===== src/rtl/mult16_seq_pkg.sv =====
// Shared definitions for the sequential 16x16 shift-and-add multiplier.
// Holds the state encoding, the step count and the adder carry helper.
package mult16_seq_pkg;

   typedef enum logic [1:0] {
      IDLE = 2'd0,
      RUN  = 2'd1,
      DONE = 2'd2
   } state_t;

   localparam int WIDTH = 16;
   localparam int STEPS = 16;

   // The adder has no carry-out, so recover it from the operand and sum MSBs.
   function automatic logic carry_msb(input logic x15, input logic y15, input logic s15);
      return (x15 & y15) | ((x15 | y15) & ~s15);
   endfunction

endpackage


===== src/rtl/mult16_seq_add16.sv =====
// Plain 16-bit adder, sum only (no carry-out); combinational.
module mult16_seq_add16 (
   input  logic [15:0] x,
   input  logic [15:0] y,
   output logic [15:0] s
);

   assign s = x + y;

endmodule


===== src/rtl/mult16_seq.sv =====
// Unsigned 16x16 -> 32 sequential multiplier, one multiplier bit per clock.
// Result registered on {hi,out}; done pulses one cycle after 16 RUN steps.
module mult16_seq
   import mult16_seq_pkg::*;
(
   input  logic        clk,
   input  logic        rst_n,
   input  logic        start,
   input  logic [15:0] a,
   input  logic [15:0] b,
   output logic [15:0] out,
   output logic [15:0] hi,
   output logic        busy,
   output logic        done
);

   state_t      state_q, state_d;
   logic [15:0] mcand_q;
   logic [15:0] mplier_q;
   logic [15:0] acc_hi_q, acc_lo_q;
   logic [4:0]  cnt_q;

   logic [15:0] add_y;
   logic [15:0] sum;
   logic        carry;
   logic [15:0] acc_hi_d, acc_lo_d;
   logic        last_step;
   logic        accept;

   assign add_y = mplier_q[0] ? mcand_q : 16'd0;

   mult16_seq_add16 u_add16 (
      .x (acc_hi_q),
      .y (add_y),
      .s (sum)
   );

   assign carry     = carry_msb(acc_hi_q[15], add_y[15], sum[15]);
   assign acc_hi_d  = {carry, sum[15:1]};
   assign acc_lo_d  = {sum[0], acc_lo_q[15:1]};
   assign last_step = (cnt_q == 5'(STEPS - 1));

   // DONE also takes a waiting start so back-to-back ops issue every 17 clocks.
   assign accept = start && ((state_q == IDLE) || (state_q == DONE));

   always_comb begin
      state_d = state_q;
      case (state_q)
         IDLE:    if (start) state_d = RUN;
         RUN:     if (last_step) state_d = DONE;
         DONE:    state_d = start ? RUN : IDLE;
         default: state_d = IDLE;
      endcase
   end

   always_ff @(posedge clk) begin
      if (!rst_n) begin
         state_q  <= IDLE;
         mcand_q  <= '0;
         mplier_q <= '0;
         acc_hi_q <= '0;
         acc_lo_q <= '0;
         cnt_q    <= '0;
         out      <= '0;
         hi       <= '0;
         busy     <= 1'b0;
         done     <= 1'b0;
      end else begin
         state_q <= state_d;
         busy    <= (state_d != IDLE);
         done    <= (state_d == DONE);
         if (accept) begin
            mcand_q  <= a;
            mplier_q <= b;
            acc_hi_q <= '0;
            acc_lo_q <= '0;
            cnt_q    <= '0;
         end else if (state_q == RUN) begin
            acc_hi_q <= acc_hi_d;
            acc_lo_q <= acc_lo_d;
            mplier_q <= {1'b0, mplier_q[15:1]};
            cnt_q    <= cnt_q + 5'd1;
            if (last_step) begin
               out <= acc_lo_d;
               hi  <= acc_hi_d;
            end
         end
      end
   end

endmodule

===== config.mk =====
export PLATFORM = sky130hd
export DESIGN_NAME = mult16_seq
export DESIGN_NICKNAME = d
export VERILOG_FILES = /design/src/rtl/mult16_seq_pkg.sv /design/src/rtl/mult16_seq_add16.sv /design/src/rtl/mult16_seq.sv
export SDC_FILE = /design/constraint.sdc
export NUM_CORES = 1
export LEC_CHECK = 0
export BUFFER_PORTS_ARGS = -buffer_cell sky130_fd_sc_hd__buf_2
export CAP_MARGIN = 10
export CORE_ASPECT_RATIO = 1.75
export CORE_MARGIN = 8
export CORE_UTILIZATION = 53
export CTS_BUF_LIST = sky130_fd_sc_hd__clkbuf_4
export DETAILED_ROUTE_END_ITERATION = 12
export GPL_ROUTABILITY_DRIVEN = 0
export GPL_TIMING_DRIVEN = 0
export PLACE_DENSITY = 0.78
export SETUP_SLACK_MARGIN = 0.15
export SLEW_MARGIN = 15
export SYNTH_ARGS = -nofsm -noshare
export SYNTH_HDL_FRONTEND = slang
export SYNTH_SLANG_ARGS = --single-unit

===== constraint.sdc =====
create_clock -name clk -period 2.6 [get_ports clk]
set_clock_uncertainty 0.1 [all_clocks]
set_input_delay 0 -clock clk [delete_from_list [all_inputs] [get_ports clk]]
set_output_delay 0 -clock clk [all_outputs]
set_load 0.05 [all_outputs]

# After elaboration in Yosys (flattened, before gate mapping)
# Cells that the tools add are included.
[classes] addsub=2 n_eq_ne=4 n_mux=7 n_bitwise=7 reduce_logical=7
[op_table] op="$mux 16" n=3
[op_table] op="$add 16x16->16" n=1
[op_table] op="$pmux 2 s3" n=1
[op_table] op="$add 5x1->5 const B" n=1
[op_table] op="$eq 5x4->1 const B" n=1
[op_table] op="$eq 2x2->1 const B" n=2
[op_table] op="$mux 2" n=2
[op_table] op="$reduce_bool 2->1" n=2
[op_table] op="$not 1->1" n=3
[op_table] op="$reduce_and 3->1" n=1
[op_table] op="$and 1x1->1" n=2
[op_table] op="$eq 2x1->1 const B" n=1
[op_table] op="$logic_not 2->1" n=1
[op_table] op="$or 1x1->1" n=2
[op_table] op="$reduce_or 2->1" n=1
[op_table] op="$logic_and 1x1->1" n=1
[op_table] op="$logic_or 1x1->1" n=1
[op_table] op="$mux 1" n=1
[totals] regBits=105 input_bits=35 output_inout_bits=34 word_cells=37

# Logic depth before layout (Yosys ltp)
# Gate-level depths: netlist of run 1.
[logic_depth] ltp_word=5 depth_mapped=11 mapped_depth_nobuf=10

# Modules after synthesis
# From an unflattened synthesis of run 1, not the netlist that was laid out.
[hier_totals] hier_cells=591 hier_area_um2=4732.0
[by_module_without_submodules] mod="mult16_seq" n_inst=1 cells_per_inst=493 area_each_um2=4007.6
[by_module_without_submodules] mod="mult16_seq_add16" n_inst=1 cells_per_inst=98 area_each_um2=724.4

# Worst setup path before layout of run 1
# No wires, ideal clock.
[synth_path] path_kind="flip-flop to flip-flop" from="reg mplier_q[0]" to="reg acc_hi_q[14]" setup_time_ns=0.086 t_arrival_ns=2.547 setup_slack_ns=-0.133 path_stages_with_launch=12 path_buffers=1 synth_period_minus_slack_ns=2.733 cell_sequence="dfxtp_1 clkbuf_1 and2_1 ha_1 a21o_1 a31oi_1 a211oi_1 nor2_1 o21ai_0 a21oi_1 fa_1 a211oi_1"
[synth_between] elab_chain_cells=2
[synth_lines] item="start, declared" line="mult16_seq.sv:19" rtl="logic [15:0] mplier_q;"
[synth_lines] item="start signal, assigned" line="mult16_seq.sv:81" rtl="mplier_q <= {1'b0, mplier_q[15:1]};"
[synth_lines] item="$mux 16" line="mult16_seq.sv:30" rtl="assign add_y = mplier_q[0] ? mcand_q : 16'd0;"
[synth_lines] item="$add 16x16->16" line="mult16_seq_add16.sv:8" rtl="assign s = x + y;"
[synth_lines] item="end signal, assigned" line="mult16_seq.sv:79" rtl="acc_hi_q <= acc_hi_d;"
[synth_lines] item="end, declared" line="mult16_seq.sv:20" rtl="logic [15:0] acc_hi_q, acc_lo_q;"
# Every way passes these cells.
# A chain may end at the register's enable or synchronous reset.

# Worst setup path after layout of run 1
[layout_path] from="reg mplier_q[0]" to="reg hi[14]"
[layout_between] elab_chain_cells=2
[layout_lines] item="$mux 16" line="mult16_seq.sv:30"
[layout_lines] item="$add 16x16->16" line="mult16_seq_add16.sv:8"
[layout_lines] item="end signal, assigned" line="mult16_seq.sv:85" rtl="hi <= acc_hi_d;"
[layout_lines] item="end, declared" line="mult16_seq.sv:12" rtl="output logic [15:0] hi,"
# Every way passes these cells.

==> flow_summary.yaml, run 1 <==
run_status:
  status: "finished, violations left"
  failed_checks: "setup timing"
sta:
  final-hold-violation-count: 0
  fmax_mhz: 347.7
  worstMarginPinSlew_ns: 0.6892
  rsz0062_at_grt: "true"
  fin_ws_ns: -0.2760
  slew_viol_final: 0
  fin_crit_sh_pct: 110.6
  finalCriticalPeriod_ns: 2.876
  setup_viol: 11
  maxSlewHeadroom_pct: 54.05
  whs_ns: 0.1963
layout:
  nNetsFinal: 754
  syn2layout_area_growth_pct: 32.88
  drive_above_1_share_pct: 22.90
detailed_routing:
  ant_nets: 0
  avgRoutedWirePerCell_um: 17.19
  first_pass_iters: 7
  drc: 0
  drt-total-wl_um: 13680
  viasPerCell: 5.849
  vias: 4656
  dr.first_iter.drc_count: 431
yosys:
  synth-seq-cells: 104
  avgSynthCellArea_um2: 8.013
  yosys_warnings: 0
  synth-seq-area-share_pct: 46.48
  syn_area_mm2: 0.004479
  syn_inst: 559
  synth_cell_types: 38
  synth.net_count: 613
clock_network:
  clk_path_buf_depth: 2
  cts_buffers: 9
  cts_tree: "done"
  cts_max_level: 3
  clock-sinks: 104
  clk-insertion-delay-late_ns: 0.47
  path_clk_slew_ns: 0.15
  root_buffer: "clkbuf_4"
setup_path:
  crit_path_end_kind: "register"
  critPathArrivalTime_ns: 3.12
  critPathMaxFanout: 5
  crit_path_start_kind: "register"
  path_class: "register to register"
  required_ns: 2.85
global_route:
  grt_start_max_net_pins: 16
  grt_overflow: 0
  grt_pass1_vias: 4651
  grt_use_total_pct: 23.35
  antenna_found_initial: 1
  grt_pass1_wl_um: 21680
pwr:
  vdd_drop_max_uv: 398.1
  leakagePower_nw: 2.343
  power_mw: 2.832
  power.density_mw_per_mm2: 475.8
placed_design:
  numPortBuffers: 67
  place_hpwl_um: 9101
  pre_cts_ws_ns: -0.3656
floorplanning:
  start_util_pct: 54.24
  die_h_um: 137.6
  die_area_mm2: 0.01177
  die_x_um: 85.50
  num_rows: 44
  pin_count: 69
  core-area_mm2: 0.008258
worst_hold_path:
  hold_path_class: "input pin to register"
flow_run:
  drv_cap: 0
## flip-flops by register name, indices dropped and copies added (netlist names)
name      count
busy          1
mcand_q      16
hi           16
acc_hi_q     16
acc_lo_q     15
state_q       2
done          1
out          16
mplier_q     16
cnt_q         5
## worst max-delay path, cell delays in order (launching register included)
cell and delay, ns:
dfxtp_4 0.39, buf_8 0.12, and2_4 0.14, ha_4 0.25, a21o_1 0.12, nand4_1 0.27, a211oi_2 0.35, nor2_1 0.11
o21ai_2 0.17, a21oi_2 0.09, fa_2 0.56, a211oi_2 0.07
## per-stage QoR
stage	utilization, %	area (um2)	instances	TNS [ns]
6_report	72.08	5952	796	-1.305
5_1_grt	72.08	5952	796	-2.153
4_1_cts	69.68	5754	781	-0.5104
3_5_place_dp	60.67	5010	718	-2.653
3_3_place_gp	60.67	5010	718	-2.767
2_1_floorplan	-	4559	559	0
## cell usage in the layout, fill, tap and decap left out, types with 4 or more instances in the layout
cell	Yosys	final
buf_2	1	67
nand4_1	5	5
a211oi_1	10	6
and2_1	16	10
xnor2_1	6	4
o21ai_1	0	6
dfxtp_1	104	103
buf_6	0	6
xor2_1	5	5
clkbuf_4	0	11
a21oi_1	69	65
a311oi_1	17	15
a211oi_2	0	4
a31oi_1	5	4
a21o_1	9	8
and2_4	0	6
nand3_1	21	18
ha_4	0	10
nor2_1	30	30
ha_1	17	6
a21oi_2	0	4
dlygate4sd3_1	0	34
buf_1	9	9
nand2_1	161	161
inv_1	4	4
buf_4	0	23
clkbuf_1	27	24
## cell type report
class,instances,area [um2]
multi-input cells,413,2535
clock buffers,10,75.07
inverters,5,18.77
well taps,92,115.1
fillers,623,2306
flip-flops and latches,104,2086
diodes,1,2.502
repair buffers,130,912.1
plain buffers,37,160.2
clock inverters,4,47.55
## cell usage after synthesis (all sizes together)
cell type / n / share of area, %
o21bai: 2 / 0.34
nor2b: 3 / 0.42
a2111oi: 1 / 0.20
clkbuf: 27 / 2.3
a221o: 1 / 0.22
xor2: 5 / 0.98
dfxtp: 104 / 46
and2: 16 / 2.2
ha: 17 / 4.7
a31oi: 5 / 0.70
nand2b: 2 / 0.28
a21boi: 1 / 0.17
or3: 4 / 0.56
a311oi: 17 / 3.3
a311o: 1 / 0.22
a211oi: 10 / 1.7
a21o: 10 / 1.7
fa: 2 / 0.89
o31ai: 1 / 0.17
nand2: 161 / 13
nor3: 4 / 0.45
nand4: 5 / 0.70
a21oi: 69 / 7.7
and3: 2 / 0.39
o211ai: 3 / 0.50
a31o: 1 / 0.20
or4: 2 / 0.34
mux2i: 1 / 0.22
nor2: 30 / 2.5
xnor2: 6 / 1.2
inv: 5 / 0.42
nand3: 21 / 2.3
buf: 10 / 0.87
o21ai: 10 / 1.1
## metal layers
metal	wire length (um)	global-route usage (%)	share of wire (%)	up-vias
li1	-	-	-	2191
met1	4942	22.31	36	2166
met2	6944	42.65	51	223
met3	949	6.213	6.9	76
met4	848	15.69	6.2	0
met5	0	0	0	-
## cells by family after synthesis
logic type | share of synthesized area [%]
AND/OR/NAND/NOR | 23.72
buffers and inverters | 3.547
flip-flops | 46.48
adder cells (fa/ha/maj) | 5.642
XOR/XNOR | 2.151
AO/OA/AOI/OAI | 18.24
multiplexers | 0.2235
## where the power goes
part | internal, mW | leakage [nW] | total (mW) | switching (mW)
combinational | 0.146 | 1.43 | 0.358 | 0.212
clock | 0.291 | 0.0681 | 0.805 | 0.514
sequential | 1.64 | 0.846 | 1.67 | 0.0287
## final timing paths
check	start	end	slack, ns	depth (start not counted)
max	mplier_q[0]	hi[14]	-0.28	11
min	a[10]	mcand_q[10]	0.20	4
max reg2reg	mplier_q[0]	hi[14]	-0.28	11
min reg2reg	out[11]	out[11]	0.36	2
## timing repair
item | CTS | global route
gates resized for setup | 32 | 27
gates cloned | 1 | 0
hold endpoints to repair | 39 | 0
hold buffers | 34 | 0
buffers inserted | 14 | 14
pin swaps | 33 | 18
endpoints found under the setup margin | 17 | 30
No activity file was read; power rests on OpenSTA's default activity.
==> inputs of run 2 (changes only) <==
- CORE_UTILIZATION: 53 -> 30
- PLACE_DENSITY: 0.78 -> default
- SETUP_SLACK_MARGIN: 0.15 -> 0.4
- SLEW_MARGIN: 15 -> 20
==> flow_summary.yaml, run 2 (synthesized netlist as in run 1, its figures left out) <==
clock_network:
  cts_tree: "done"
  path_clk_slew_ns: 0.17
  root_buffer: "clkbuf_4"
  cts_max_level: 3
  clk-insertion-delay-late_ns: 0.49
  clock-sinks: 104
  clk_path_buf_depth: 2
  cts_buffers: 9
detailed_routing:
  vias: 4454
  ant_nets: 0
  dr.first_iter.drc_count: 241
  drt-total-wl_um: 14320
  avgRoutedWirePerCell_um: 16.13
  first_pass_iters: 6
  viasPerCell: 5.016
  drc: 0
flow_run:
  drv_cap: 0
setup_path:
  crit_top_cell: "a211oi_2"
  cpPeakStageDelay_ns: 0.57
  crit_path_start_kind: "register"
  required_ns: 2.85
  cpMaxStageDelayCell: "fa_2"
  critPathMaxFanout: 6
  worstPathBufferInverterCount: 1
  path_class: "register to register"
  crit_start: "mplier_q[0]"
  r2r_start: "mplier_q[0]"
  critPathArrivalTime_ns: 3.04
  crit_family: "adder cells"
  crit_chain: "buf_8, and2_1, ha_2, nand2_1, a211oi_2, nor2_1, o21ai_1, a21oi_2, fa_2, a211oi_2"
  crit_path_end_kind: "register"
global_route:
  antenna_found_initial: 1
  grt_overflow: 0
  grt_pass1_vias: 4432
  grt_use_total_pct: 15.01
  grt_pass1_wl_um: 22470
  grt_start_max_net_pins: 21
sta:
  setup_viol: 10
  fmax_mhz: 358.7
  whs_ns: 0.1844
  final-hold-violation-count: 0
  fin_crit_sh_pct: 107.2
  maxSlewHeadroom_pct: 49.15
  rsz0062_at_grt: "true"
  finalCriticalPeriod_ns: 2.788
  fin_ws_ns: -0.1877
  slew_viol_final: 0
  worstMarginPinSlew_ns: 0.7628
layout:
  fin_area_mm2: 0.006133
  layout_commonest_cell: "nand2_1"
  most-common-layout-cells: "nand2_1 (161), dfxtp_1 (103), buf_2 (67), a21oi_1 (62), dlygate4sd3_1 (35)"
  syn2layout_area_growth_pct: 36.93
  nNetsFinal: 753
  drive_above_1_share_pct: 24.15
  fillers: 1518
placed_design:
  dpl_cell_area_mm2: 0.005135
  pre_cts_ws_ns: -0.2328
  place_hpwl_um: 10140
  numPortBuffers: 67
floorplanning:
  core-area_mm2: 0.01476
  num_rows: 59
  die_area_mm2: 0.01925
  start_util_pct: 30.34
  die_x_um: 108.4
  pin_count: 69
  die_h_um: 177.6
worst_hold_path:
  hold_path_class: "input pin to register"
  hp-start: "a[8]"
run_status:
  status: "finished, violations left"
  failed_checks: "setup timing"
pwr:
  power.density_mw_per_mm2: 466.9
  leakagePower_nw: 2.366
  vdd_drop_max_uv: 224.1
-- run 2: changes by cell type in the layout (fill, tap and decap cells not counted), moves of 3 or more --
cell / change
clkbuf_1: -4
clkbuf_2: +4
a211oi_1: -3
a211oi_2: +3
a21oi_1: -3
clkinv_4: +3
-- run 2: power breakdown --
group	internal (mW)	switching [mW]	leakage (nW)
Sequential	1.64	0.0286	0.846
Clock	0.227	0.606	0.0773
Combinational	0.146	0.214	1.44
Total	2.02	0.849	2.37
-- run 2: stage by stage --
stage / power [mW] / utilization (%) / setup TNS [ns] / std cells
2_1_floorplan: 1.876 / - / 0 / 559
3_3_place_gp: 1.973 / 34.78 / -1.395 / 809
3_5_place_dp: 1.981 / 34.78 / -1.847 / 809
4_1_cts: 2.873 / 40.45 / -0.4850 / 879
5_1_grt: 2.996 / 41.54 / -2.065 / 888
6_report: 2.864 / 41.54 / -0.7524 / 888
-- run 2: path summary, 6_finish.rpt --
kind                  end  depth (start not counted)  slack (ns)
max          acc_hi_q[14]                         10       -0.19
min reg2reg    mcand_q[8]                          2        0.36
min            mcand_q[8]                          4        0.18
max reg2reg  acc_hi_q[14]                         10       -0.19
-- run 2: worst register-to-register path: cells and delay by family, from the launching register on --
family	cells	cell delay [ns]
adders and majority gates	2	0.99
and+or+nand+nor	3	0.39
DFF	1	0.41
AOI/OAI and AO/OA	4	0.65
buffers and inverters	1	0.13
-- run 2: what timing repair did --
action | CTS | global route
endpoints found under the setup margin | 43 | 45
cloned | 1 | 0
setup buffers | 18 | 8
pin swaps | 26 | 23
endpoints found under the hold margin | 38 | 0
resized for setup | 45 | 24
hold buffers | 35 | 0
-- run 2: area by class of cell --
type	count	area [um2]	share of cell area, %
flip-flops and latches	104	2086	34.01
plain buffers	37	172.7	2.815
multi-input cells	413	2567	41.86
well taps	183	229.0	3.733
clock inverters	7	73.82	1.204
clock buffers	9	67.56	1.102
diodes	1	2.502	0.04080
inverters	5	18.77	0.3060
repair buffers	129	915.9	14.93
-- run 2: metal layers --
metal / track usage [%] / up-vias / routed length, um
li1: - / 2194 / -
met1: 14.50 / 2106 / 5387
met2: 27.95 / 112 / 7728
met3: 3.091 / 42 / 556
met4: 9.237 / 0 / 647
met5: 0 / - / 0
